File: config.mk
export PLATFORM = sky130hd
export DESIGN_NAME = cia_tod_seq
export DESIGN_NICKNAME = d
export VERILOG_FILES = /design/src/rtl/cia_tod_seq_pkg.sv /design/src/rtl/cia_tod_arb.sv /design/src/rtl/cia_tod_seq.sv
export SDC_FILE = /design/constraint.sdc
export NUM_CORES = 1
export LEC_CHECK = 0
export ABC_AREA = 1
export CORE_MARGIN = 1
export CORE_UTILIZATION = 48
export DETAILED_ROUTE_END_ITERATION = 8
export PLACE_DENSITY = 0.79
export SETUP_SLACK_MARGIN = 0.05
export SYNTH_ARGS = -nofsm -noshare
export SYNTH_HDL_FRONTEND = slang
export SYNTH_SLANG_ARGS = --single-unit
File: constraint.sdc
create_clock -name clk -period 2.8 [get_ports clk]
set_input_delay 0.7 -clock clk [delete_from_list [all_inputs] [get_ports clk]]
set_output_delay 0.7 -clock clk [all_outputs]
set_load 0.05 [all_outputs]
File: src/rtl/cia_tod_seq_pkg.sv
// Shared definitions for the CIA TOD sequencer: op codes, step states, CRB values.
package cia_tod_seq_pkg;

  localparam logic [1:0] OP_RD = 2'b00;
  localparam logic [1:0] OP_WR = 2'b01;
  localparam logic [1:0] OP_AL = 2'b10;

  localparam logic [7:0] CR_ALARM = 8'h80;
  localparam logic [7:0] CR_TOD   = 8'h00;

  localparam logic [3:0] ST_IDLE   = 4'd0;
  localparam logic [3:0] ST_RD_HI  = 4'd1;
  localparam logic [3:0] ST_RD_MID = 4'd2;
  localparam logic [3:0] ST_RD_LO  = 4'd3;
  localparam logic [3:0] ST_W_CR   = 4'd4;
  localparam logic [3:0] ST_W_HI   = 4'd5;
  localparam logic [3:0] ST_W_MID  = 4'd6;
  localparam logic [3:0] ST_W_LO   = 4'd7;
  localparam logic [3:0] ST_A_CR1  = 4'd8;
  localparam logic [3:0] ST_A_HI   = 4'd9;
  localparam logic [3:0] ST_A_MID  = 4'd10;
  localparam logic [3:0] ST_A_LO   = 4'd11;
  localparam logic [3:0] ST_A_CR0  = 4'd12;

  typedef struct packed {
    logic        id;
    logic [23:0] wdata;
  } tod_req_t;

  function automatic logic is_final(input logic [3:0] st);
    return (st == ST_RD_LO) || (st == ST_W_LO) || (st == ST_A_CR0);
  endfunction

endpackage

File: src/rtl/cia_tod_arb.sv
// Two-way requester arbiter for the TOD sequencer.
// CIA_TOD_SEQ_RR_EN selects round-robin; otherwise FIX_PRIO wins ties.
module cia_tod_arb #(
  parameter int FIX_PRIO = 0
) (
  input  logic       clk,
  input  logic       reset,
  input  logic [1:0] req_vld,
  input  logic       grant_en,
  output logic       gnt_id,
  output logic       gnt_vld
);

  assign gnt_vld = |req_vld;

`ifdef CIA_TOD_SEQ_RR_EN
  logic ptr_q;

  assign gnt_id = (&req_vld) ? ptr_q : req_vld[1];

  // Pointer moves to the requester that just lost the grant
  always_ff @(posedge clk) begin
    if (reset) begin
      ptr_q <= 1'b0;
    end else if (grant_en && gnt_vld) begin
      ptr_q <= ~gnt_id;
    end
  end
`else
  localparam logic PRIO = (FIX_PRIO != 0);
  logic unused_ok;

  assign gnt_id    = (&req_vld) ? PRIO : req_vld[1];
  assign unused_ok = clk ^ reset ^ grant_en;
`endif

endmodule

File: src/rtl/cia_tod_seq.sv
// CIA TOD register-port sequencer: arbitrates two 24-bit requesters and issues byte bursts.
// Round-robin arbitration is enabled by defining CIA_TOD_SEQ_RR_EN.
module cia_tod_seq
  import cia_tod_seq_pkg::*;
#(
  parameter int STEP_GAP = 0,
  parameter int FIX_PRIO = 0
) (
  input  logic        clk,
  input  logic        reset,
  input  logic        clk7_en,
  input  logic        bus_busy,
  input  logic [1:0]  req_vld,
  input  logic [3:0]  req_op,
  input  logic [47:0] req_wdata,
  output logic [1:0]  req_ack,
  output logic [23:0] rdata,
  output logic        tod_sel,
  output logic        tod_wr,
  output logic        tod_tlo,
  output logic        tod_tme,
  output logic        tod_thi,
  output logic        tod_tcr,
  output logic [7:0]  tod_wdata,
  input  logic [7:0]  tod_rdata
);

  logic [3:0]  state_q, state_d;
  logic [3:0]  gap_q, gap_d;
  logic [23:0] rdata_q;
  logic [15:0] shadow_q;
  tod_req_t    req_q;
  logic        gnt_id, gnt_vld;
  logic        grant_take, active;
  logic [1:0]  win_op;

  assign grant_take = clk7_en && (state_q == ST_IDLE) && gnt_vld;
  assign active     = clk7_en && !bus_busy && (gap_q == 4'd0) && (state_q != ST_IDLE);
  assign win_op     = gnt_id ? req_op[3:2] : req_op[1:0];

  cia_tod_arb #(.FIX_PRIO(FIX_PRIO)) u_arb (
    .clk      (clk),
    .reset    (reset),
    .req_vld  (req_vld),
    .grant_en (grant_take),
    .gnt_id   (gnt_id),
    .gnt_vld  (gnt_vld)
  );

  always_comb begin
    state_d = state_q;
    if (grant_take) begin
      case (win_op)
        OP_WR:   state_d = ST_W_CR;
        OP_AL:   state_d = ST_A_CR1;
        default: state_d = ST_RD_HI;
      endcase
    end else if (active) begin
      case (state_q)
        ST_RD_HI:  state_d = ST_RD_MID;
        ST_RD_MID: state_d = ST_RD_LO;
        ST_W_CR:   state_d = ST_W_HI;
        ST_W_HI:   state_d = ST_W_MID;
        ST_W_MID:  state_d = ST_W_LO;
        ST_A_CR1:  state_d = ST_A_HI;
        ST_A_HI:   state_d = ST_A_MID;
        ST_A_MID:  state_d = ST_A_LO;
        ST_A_LO:   state_d = ST_A_CR0;
        default:   state_d = ST_IDLE;
      endcase
    end
  end

  // The gap only separates steps inside a burst; it is never armed by the final step
  always_comb begin
    gap_d = gap_q;
    if (clk7_en) begin
      if (active && !is_final(state_q)) begin
        gap_d = 4'(STEP_GAP);
      end else if (gap_q != 4'd0) begin
        gap_d = gap_q - 4'd1;
      end
    end
  end

  always_comb begin
    tod_sel   = 1'b0;
    tod_wr    = 1'b0;
    tod_tlo   = 1'b0;
    tod_tme   = 1'b0;
    tod_thi   = 1'b0;
    tod_tcr   = 1'b0;
    tod_wdata = 8'h00;
    if (active) begin
      tod_sel = 1'b1;
      case (state_q)
        ST_RD_HI:  tod_thi = 1'b1;
        ST_RD_MID: tod_tme = 1'b1;
        ST_RD_LO:  tod_tlo = 1'b1;
        ST_W_CR, ST_A_CR0: begin
          tod_wr = 1'b1; tod_tcr = 1'b1; tod_wdata = CR_TOD;
        end
        ST_A_CR1: begin
          tod_wr = 1'b1; tod_tcr = 1'b1; tod_wdata = CR_ALARM;
        end
        ST_W_HI, ST_A_HI: begin
          tod_wr = 1'b1; tod_thi = 1'b1; tod_wdata = req_q.wdata[23:16];
        end
        ST_W_MID, ST_A_MID: begin
          tod_wr = 1'b1; tod_tme = 1'b1; tod_wdata = req_q.wdata[15:8];
        end
        ST_W_LO, ST_A_LO: begin
          tod_wr = 1'b1; tod_tlo = 1'b1; tod_wdata = req_q.wdata[7:0];
        end
        default: tod_sel = 1'b0;
      endcase
    end
  end

  assign req_ack = (active && is_final(state_q)) ? (req_q.id ? 2'b10 : 2'b01) : 2'b00;
  assign rdata   = (active && state_q == ST_RD_LO) ? {shadow_q, tod_rdata} : rdata_q;

  always_ff @(posedge clk) begin
    if (reset) begin
      state_q <= ST_IDLE;
      gap_q   <= 4'd0;
      rdata_q <= 24'h0;
    end else begin
      state_q <= state_d;
      gap_q   <= gap_d;
      if (active && state_q == ST_RD_LO) begin
        rdata_q <= {shadow_q, tod_rdata};
      end
    end
  end

  always_ff @(posedge clk) begin
    if (grant_take) begin
      req_q.id    <= gnt_id;
      req_q.wdata <= gnt_id ? req_wdata[47:24] : req_wdata[23:0];
    end
    if (active && state_q == ST_RD_HI)  shadow_q[15:8] <= tod_rdata;
    if (active && state_q == ST_RD_MID) shadow_q[7:0]  <= tod_rdata;
  end

endmodule

# Yosys cells after proc, flatten, opt, wreduce, memory -nomap -nowiden
# Memories as Yosys holds them, arrays and structs flattened. A register that Yosys moved wholly into a read port is not among the register bits.
# Cells that the tools add are included.
# word_totals
reg_bits,73
mem_bits_ro,64
in_bits,66
output_inout_bits,40
word_cells,82
memories,1
# classes
n_addsub,1
n_eq_ne,14
mux,27
reduce_logical,32
# mem_list
name,words,word_bits,read_ports,rd_clocked_by_memory_dff,write_ports,line_no,source
(name not given),16,4,1,1,0,cia_tod_seq.sv:59,case (state_q)
# op_table
op,count
24-bit 2-to-1 mux,2
8-bit case mux with 4 select lines,1
4-bit 2-to-1 mux,6
4-bit == test (second input constant),5
4-bit by 3-bit == test with 1-bit output (second input constant),4
1-bit 2-to-1 mux,13
12-bit OR reduction,1
3-bit OR reduction,4
1-bit logical AND,10
9-bit OR reduction,1
4-bit by 2-bit == test with 1-bit output (second input constant),2
4-bit zero test,2
8-bit 2-to-1 mux,1
4-bit case mux with 2 select lines,1
4-bit nonzero test,2
2-bit OR reduction,4
2-bit 2-to-1 mux,3
4-bit by 1-bit == test with 1-bit output (second input constant),1
2-bit AND reduction,2
2-bit nonzero test,2
4-bit by 1-bit subtractor with 4-bit output (second input constant),1
2-bit by 1-bit == test with 1-bit output (second input constant),1
2-bit == test (second input constant),1
1-bit zero test,2
1-bit logical OR,2

# Longest topological paths before layout
# Gate-level depths: netlist of run 1.
# logic_depth
ltp_word,8
depth_mapped,17
depth_no_buf,17

# Modules after synthesis
# Synthesis of run 1 repeated with hierarchy kept, for this count alone.
# unflattened
hier_cells,388
hier_area_um2,3555.9
# by_module_without_submodules
module,instances,cells_per_inst,area_per_inst_um2,seq_area_each_um2
cia_tod_seq,1,384,3540.9,1951.9
cia_tod_arb,1,4,15.0,0.0

# Worst setup path after synthesis of run 1
# No wires, ideal clock.
# synth_path
path_kind,input -> output
start,in clk7_en
end,out tod_thi
arrival_ps,2098
required_time_ps,2100
path_slack_ps,2
cell_stages,5
n_path_buf,1
cell_sequence,inv_2 -> nor2_4 -> nand3_2 -> buf_6 -> nor3_1
# synth_via
elab_chain_cells,4
# synth_lines
element,line_no,source
from (decl),cia_tod_seq.sv:11,"input logic clk7_en,"
1-bit logical AND (3 in series),cia_tod_seq.sv:38,assign active = clk7_en && !bus_busy && (gap_q == 4'd0) && (state_q != ST_IDLE);
1-bit 2-to-1 mux,cia_tod_seq.sv:94,if (active) begin
to (decl),cia_tod_seq.sv:22,"output logic tod_thi,"
# Every way passes these cells.

# Final worst setup path of run 1
# layout_path
start,reg state_q[0]
end,out tod_wdata[1]
# layout_via
elab_chain_cells,4
elab_cells_between_ends,14
classes_between,eq/ne: 7; mux: 2; reduce/logical: 5
# layout_lines
element,line_no,source
from (decl),cia_tod_seq.sv:28,"logic [3:0] state_q, state_d;"
from (signal assigned),cia_tod_seq.sv:129,state_q <= state_d;
4-bit by 3-bit == test with 1-bit output / 4-bit == test (equally long branches),cia_tod_seq.sv:96,case (state_q)
2-bit OR reduction,n/a,
8-bit case mux with 4 select lines,cia_tod_seq.sv:96,
8-bit 2-to-1 mux *,cia_tod_seq.sv:94,
to (decl),cia_tod_seq.sv:24,"output logic [7:0] tod_wdata,"
# Mark *: on every way between the ends. The rest lies on a longest branch, timed or not.

==> flow_metrics.py, run 1 <==
metrics = {
    "synthesis": {
        "synth.avg_cell_area_um2": 8.53,
        "synth_fp_nets": 507,
        "yosysSeqAreaShare_pct": 52.6,
        "synthTopCellsByArea": "edfxtp_1 (33%), dfxtp_1 (19%), nand2_1 (18%)",
        "synth_area_um2": 3710,
        "synth_top_family_by_area": "simple AND/OR/NAND/NOR gates",
        "ys.warnings.count": 0,
        "ys_seq_elements": 77,
        "synth_top_area_share_pct": 33.2,
        "synthSimpleGateAreaFrac_pct": 31.0,
        "synth_commonest_cells": "nand2_1 (181), edfxtp_1 (41), inv_1 (37)",
        "synth_edf_count": 41,
        "async_reset_ff_share_pct": 0,
        "synth_cells": 435,
        "ys_types": 31,
        "ys.flop_type": "edfxtp_1",
        "yosys.area.top_type": "edfxtp_1",
        "synthXorXnorAreaFrac_pct": 0.472,
        "synth_fa_ha_area_share_pct": 2.02,
        "synth_compound_area_share_pct": 7.55,
        "synth_most_common_cell": "nand2_1",
        "muxShareOfSynthArea_pct": 0,
    },
    "grt": {
        "grt_pass1_wl_um": 15900,
        "track_usage_pct": 24.7,
        "antenna_found_initial": 0,
        "grt_overflow": 0,
        "grt_pass1_vias": 3528,
        "grt_max_degree": 28,
    },
    "cts": {
        "numCtsBuffers": 9,
        "clock_latency_ps": 350,
        "cts_hold_buf": 0,
        "clock_sinks": 77,
        "cts_tree": "done",
        "cts_buffer_depth": 2,
        "htreeDepth": 3,
        "clkTransAtPathRegs_ps": 80,
        "clock_tree.root_cell": "clkbuf_8",
    },
    "timing": {
        "period_share_pct": 95.0,
        "slew_headroom_pct": 73.2,
        "setup_slack_ps": 140,
        "tightest_slew_ps": 401,
        "hold_viol": 0,
        "fin_worst_skew_ps": 11.0,
        "setup_viol": 0,
        "rsz0062_at_grt": "yes",
        "fin_crit_ps": 2660,
        "maxSlewViolCount": 0,
        "fmax_mhz": 376,
    },
    "detailed_routing": {
        "viasPerCell": 4.97,
        "drc_errors": 0,
        "num_vias": 3510,
        "drtIter0Drc": 149,
        "avgRoutedWirePerCell_um": 13.6,
        "first_pass_iters": 4,
        "drt-total-wl_um": 9620,
        "drtAntennaViolNets": 0,
    },
    "worst_setup_path": {
        "worst-setup-path-type": "reg -> out",
        "critPathArrivalTime_ps": 1960,
        "path_buf_inv": 2,
        "path_max_fanout": 8,
        "cp.required_ps": 2100,
        "crit_family": "simple AND/OR/NAND/NOR gates",
        "endpoint_kind": "primary output",
        "cp-start-kind": "flip-flop",
        "cpPeakStageDelay_ps": 480,
        "cpMaxStageDelayCell": "dfxtp_1",
        "cp_common_cell": "nand2_1",
        "crit_path_cell_trace": "nand2_1 -> nor3_4 -> nand2_1 -> nand3_1 -> nand2_1 -> inv_1 -> buf_12",
    },
    "flow_run": {
        "cap_violations": 0,
    },
    "floorplanning": {
        "num_rows": 31,
        "io_pins": 106,
        "die_area_um2": 8080,
        "start_util_pct": 50.3,
        "die_y_um": 89.9,
        "core_area_um2": 7370,
        "die_x_um": 89.9,
    },
    "layout": {
        "area.sequential_um2": 1950,
        "final_core_util_pct": 81.7,
        "drive_above_1_share_pct": 32.6,
        "final_nets": 674,
        "multi_input_area_um2": 1600,
        "areaGrowthSynthToFinish_pct": 62.2,
        "n_antenna_cell": 0,
        "fillCellCount": 459,
    },
    "place": {
        "place_congestion": 0.872,
        "dp_slack_ps": -278,
        "port_buffers": 105,
        "dp_hpwl_um": 6850,
    },
    "power": {
        "ir_drop_uv": 263,
        "p_leak_nw": 2.68,
        "powerDensity_nw_per_um2": 480,
    },
    "outcome": {
        "status": "completed",
    },
    "min_path": {
        "min_path_type": "reg -> reg",
    },
}
repair_timing:
| action | CTS | global route |
|---|---|---|
| setup buffers | 0 | 1 |
| gates resized for setup | 18 | 12 |
| cloned | 1 | 0 |
| setup endpoints to repair | 40 | 36 |
| pin swaps | 0 | 2 |
cells by family (layout without fill, tap and decap cells):
group                      after synthesis  in the layout
and+or+nand+nor                        258            258
DFF                                     77             77
buffers and inverters                   54            226
AOI/OAI and AO/OA                       38             38
adders and majority gates                6              6
xor gates and xnor gates                 2              2
layout by cell type, fill, tap and decap left out, types with 2 or more instances in the layout:
cell	netlist	layout
nor2_1	18	18
bufinv_16	0	2
nand2_1	181	172
clkdlybuf4s50_1	0	63
nand4_1	3	3
o21ai_0	4	2
a21oi_1	8	8
xor2_1	2	2
inv_1	37	33
nand3_1	17	17
ha_1	6	5
nand3_2	4	3
nand2_2	23	32
nor3_1	5	5
a21oi_2	20	20
buf_4	0	61
clkbuf_8	0	10
o21ai_2	1	2
nor2_4	3	3
buf_12	0	41
edfxtp_1	41	41
inv_2	3	7
dfxtp_1	36	35
clkinv_4	0	3
through the flow:
| step | cell area (um^2) | hold WS [ps] | setup TNS (ps) | instances | total power [W] |
|---|---|---|---|---|---|
| 4_1_cts | 6000 | 474 | 0 | 705 | 0.00283 |
| 3_3_place_gp | 5680 | 448 | -4130 | 688 | 0.00184 |
| 5_1_grt | 6020 | 496 | 0 | 706 | 0.00302 |
| 2_1_floorplan | 3710 | 439 | 0 | 435 | 0.00166 |
| 6_report | 6020 | 473 | 0 | 706 | 0.00289 |
| 3_5_place_dp | 5680 | 463 | -5150 | 688 | 0.00187 |
path summary, 6_finish.rpt:
path	start	end	slack (ps)	depth (start not counted)
setup / recovery	state_q[0]$_SDFFE_PP0N_	tod_wdata[1]	140	7
hold / removal	rdata_q[2]$_SDFF_PP0_	rdata_q[2]$_SDFF_PP0_	470	2
setup reg to reg	gap_q[0]$_SDFFE_PP0P_	flip-flop	870	15
hold reg to reg	rdata_q[2]$_SDFF_PP0_	rdata_q[2]$_SDFF_PP0_	470	2
layer usage:
layer  share of wire [%]  track usage, %  vias to the layer above
met1                  39            26.4                     1652
met4                 1.6            8.47                        0
met2                  54            47.4                      115
met3                 5.1            5.41                       18
met5                   0               0                        -
li1                    -               -                     1725
flip-flops by register name, summed over array words and instances, names as in the netlist, named ones only:
signal	cells
gap_q	4
rdata_q	24
req_q	25
shadow_q	16
state_q	4
power by group:
group / total (W) / leakage [nW] / switching (W) / internal, W
Combinational: 0.000628 / 1.90 / 0.000336 / 0.000291
Sequential: 0.00131 / 0.674 / 0.0000382 / 0.00127
Clock: 0.000955 / 0.113 / 0.000422 / 0.000532
Total: 0.00289 / 2.68 / 0.000797 / 0.00209
worst min-delay path: cells and delay by family, from the launching register on:
kind	cells	cell delay (ps)
AO/OA/AOI/OAI	1	60
flip-flops	1	300
AND/OR/NAND/NOR	1	70
layout make-up:
type / count / area share (%)
Inverter: 42 / 2.70
Multi-Input combinational cell: 304 / 26.5
Clock buffer: 10 / 2.29
Tap cell: 99 / 2.06
Clock inverter: 6 / 1.56
Timing Repair Buffer: 168 / 32.4
Sequential cell: 77 / 32.5
Note: power is estimated with default switching activity, not from simulation.
==> inputs of run 2 (changes only) <==
--- a/config.mk
+++ b/config.mk
@@ -9,8 +9,10 @@
 export CORE_MARGIN = 1
 export CORE_UTILIZATION = 48
 export DETAILED_ROUTE_END_ITERATION = 8
+export MAX_ROUTING_LAYER = met4
 export PLACE_DENSITY = 0.79
 export SETUP_SLACK_MARGIN = 0.05
 export SYNTH_ARGS = -nofsm -noshare
 export SYNTH_HDL_FRONTEND = slang
 export SYNTH_SLANG_ARGS = --single-unit
+export TNS_END_PERCENT = 5
==> run 2 against run 1 <==
First-iteration DRC count fell by 57%. Register-to-register slack worse by 50 ps. Maximum frequency fell by 1.7%. Hold slack better by 6.3 ps. Clock power is 15% lower. Final cell count down 0.14%. Clock-buffer cell count unchanged. Non-clock buffer count shrank 1. Critical path type is now in -> out. Critical endpoint is now rdata[5]. Largest cell class is now buffers. Highest routed layer unchanged.
==> flow_metrics.py, run 2 (synthesis gave the netlist of run 1 again) <==
metrics = {
    "floorplanning": {
        "num_rows": 31,
        "die_y_um": 89.9,
        "start_util_pct": 50.3,
        "io_pins": 106,
        "die_area_um2": 8080,
        "core_area_um2": 7370,
        "die_x_um": 89.9,
    },
    "worst_setup_path": {
        "path_max_fanout": 7,
        "endpoint_kind": "primary output",
        "path_buf_inv": 5,
        "cp_common_cell": "nand2_2",
        "cpPeakStageDelay_ps": 270,
        "cp-start-kind": "input port",
        "reg2regPathDepth": 15,
        "worst-setup-path-type": "in -> out",
        "cp.required_ps": 2100,
        "cpMaxStageDelayCell": "bufbuf_16",
        "critPathArrivalTime_ps": 2010,
        "crit_path_cell_trace": "dlygate4sd2_1 -> nor2_4 -> inv_2 -> nor2_8 -> nand4_4 -> clkinv_4 -> bufbuf_16 -> nand2_2 -> nand2_2 -> buf_12",
        "crit_family": "buffers and inverters",
        "cp.depth": 10,
    },
    "layout": {
        "final_nets": 673,
        "final_common_cell": "nand2_1",
        "fillCellCount": 450,
        "reg.largest.list": "req_q (25), rdata_q (24), shadow_q (16)",
        "fin_area_um2": 5980,
        "n_antenna_cell": 0,
        "layoutNonFillerInstCount": 705,
        "area.sequential_um2": 1950,
        "top_register": "req_q",
        "mostFrequentLayoutCells": "nand2_1 (174), clkdlybuf4s50_1 (63), buf_4 (59)",
        "largest_register_ffs": 25,
        "drive_above_1_share_pct": 31.8,
        "areaGrowthSynthToFinish_pct": 61.2,
        "multi_input_area_um2": 1600,
    },
    "detailed_routing": {
        "first_pass_iters": 4,
        "top_layer_used": "met4",
        "num_vias": 3365,
        "avgRoutedWirePerCell_um": 12.7,
        "wl_met1_um": 3520,
        "drt-total-wl_um": 8940,
        "viasPerCell": 4.77,
        "wl_met3_um": 484,
        "drtAntennaViolNets": 0,
        "drc_errors": 0,
        "wl_met2_um": 4770,
        "drtIter0Drc": 64,
    },
    "cts": {
        "cts_tree": "done",
        "clock_tree.root_cell": "clkbuf_8",
        "clock_latency_ps": 340,
        "numCtsBuffers": 9,
        "cts_hold_buf": 0,
        "htreeDepth": 3,
        "cts_buffer_depth": 2,
        "clock_sinks": 77,
        "clkTransAtPathRegs_ps": 70,
    },
    "timing": {
        "fin_worst_skew_ps": 7.88,
        "rsz0062_at_grt": "yes",
        "slew_headroom_pct": 71.0,
        "maxSlewViolCount": 0,
        "setup_tns_ps": 0,
        "fmax_mhz": 370,
        "fin_crit_ps": 2710,
        "hold_viol": 0,
        "setup_slack_ps": 94.7,
        "setup_viol": 0,
        "period_share_pct": 96.6,
        "tightest_slew_ps": 435,
    },
    "place": {
        "place_congestion": 0.841,
        "dpl_cell_area_um2": 5670,
        "port_buffers": 105,
        "dp_cells": 686,
        "dp_hpwl_um": 6910,
        "dp_slack_ps": -218,
    },
    "power": {
        "swShare_pct": 28.1,
        "internal_power_w": 0.00197,
        "pwr-share-clk_pct": 29.6,
        "p_comb_share_pct": 22.7,
        "ir_drop_uv": 267,
        "p_leak_nw": 2.67,
        "p_sw_w": 0.000769,
        "powerDensity_nw_per_um2": 457,
        "seqPwrFrac_pct": 47.7,
    },
    "grt": {
        "antenna_found_initial": 0,
        "grt_overflow": 0,
        "track_usage_pct": 23.6,
        "grt_max_degree": 30,
        "grt_pass1_wl_um": 14800,
        "grt_pass1_vias": 3417,
    },
    "outcome": {
        "status": "completed",
    },
    "min_path": {
        "hold_depth": 2,
        "min_path_type": "reg -> reg",
    },
    "flow_run": {
        "cap_violations": 0,
    },
}
==> run 2: cell types whose count changed in the layout (fill, tap and decap cells not counted), moves of 2 or more <==
cell,change
inv_2,+2
nand2_2,-2
buf_4,-2
clkinv_4,-2
nand2_1,+2
==> run 2: worst paths after layout <==
kind / startpoint / to / slack, ps
min: rdata_q[0]$_SDFF_PP0_ / rdata_q[0]$_SDFF_PP0_ / 480
min reg2reg: rdata_q[0]$_SDFF_PP0_ / rdata_q[0]$_SDFF_PP0_ / 480
max reg2reg: state_q[1]$_SDFFE_PP0N_ / flip-flop / 820
max: bus_busy / rdata[5] / 90
==> run 2: per-stage QoR <==
stage | utilization, % | hold WS (ps) | total power, W
finish | 81.2 | 479 | 0.00273
global route | 81.2 | 513 | 0.00288
CTS | 80.8 | 467 | 0.00271
detailed placement | 76.9 | 455 | 0.00187
global placement | 76.9 | 449 | 0.00184
floorplan | - | 439 | 0.00166
==> run 2: layer usage <==
layer  global-route usage [%]  vias to the layer above
met5                        -                        -
met4                     7.80                        0
met3                     4.57                       17
met2                     44.0                      114
met1                     24.9                     1511
li1                         -                     1723
==> run 2: tightest hold or removal path, cell delays in order (launching register included) <==
cell     delay (ps)
dfxtp_1         300
nand2_1          70
a21oi_1          60
==> run 2: timing repair <==
action                                  CTS  global route
gates resized for setup                  18            10
hold endpoints to repair                  0             0
endpoints found under the setup margin   40            38
gates cloned                              1             0
pin swaps                                 1             1
buffers inserted                          1             1
==> run 2: area by class of cell <==
class,instances,area share [%]
clock buffers,10,2.13
clock inverters,6,1.03
inverters,42,2.72
multi-input cells,304,26.7
flip-flops and latches,77,32.7
well taps,99,2.07
repair buffers,167,32.7
==> run 2: power by group through the flow <==
stage                     Combinational [W]  Clock (W)  Sequential [W]
final                              0.000622   0.000809         0.00130
after global routing               0.000690   0.000878         0.00131
after detailed placement           0.000538          0         0.00133
after global placement             0.000510          0         0.00133
after CTS                          0.000594   0.000816         0.00130
after floorplan                    0.000340          0         0.00132
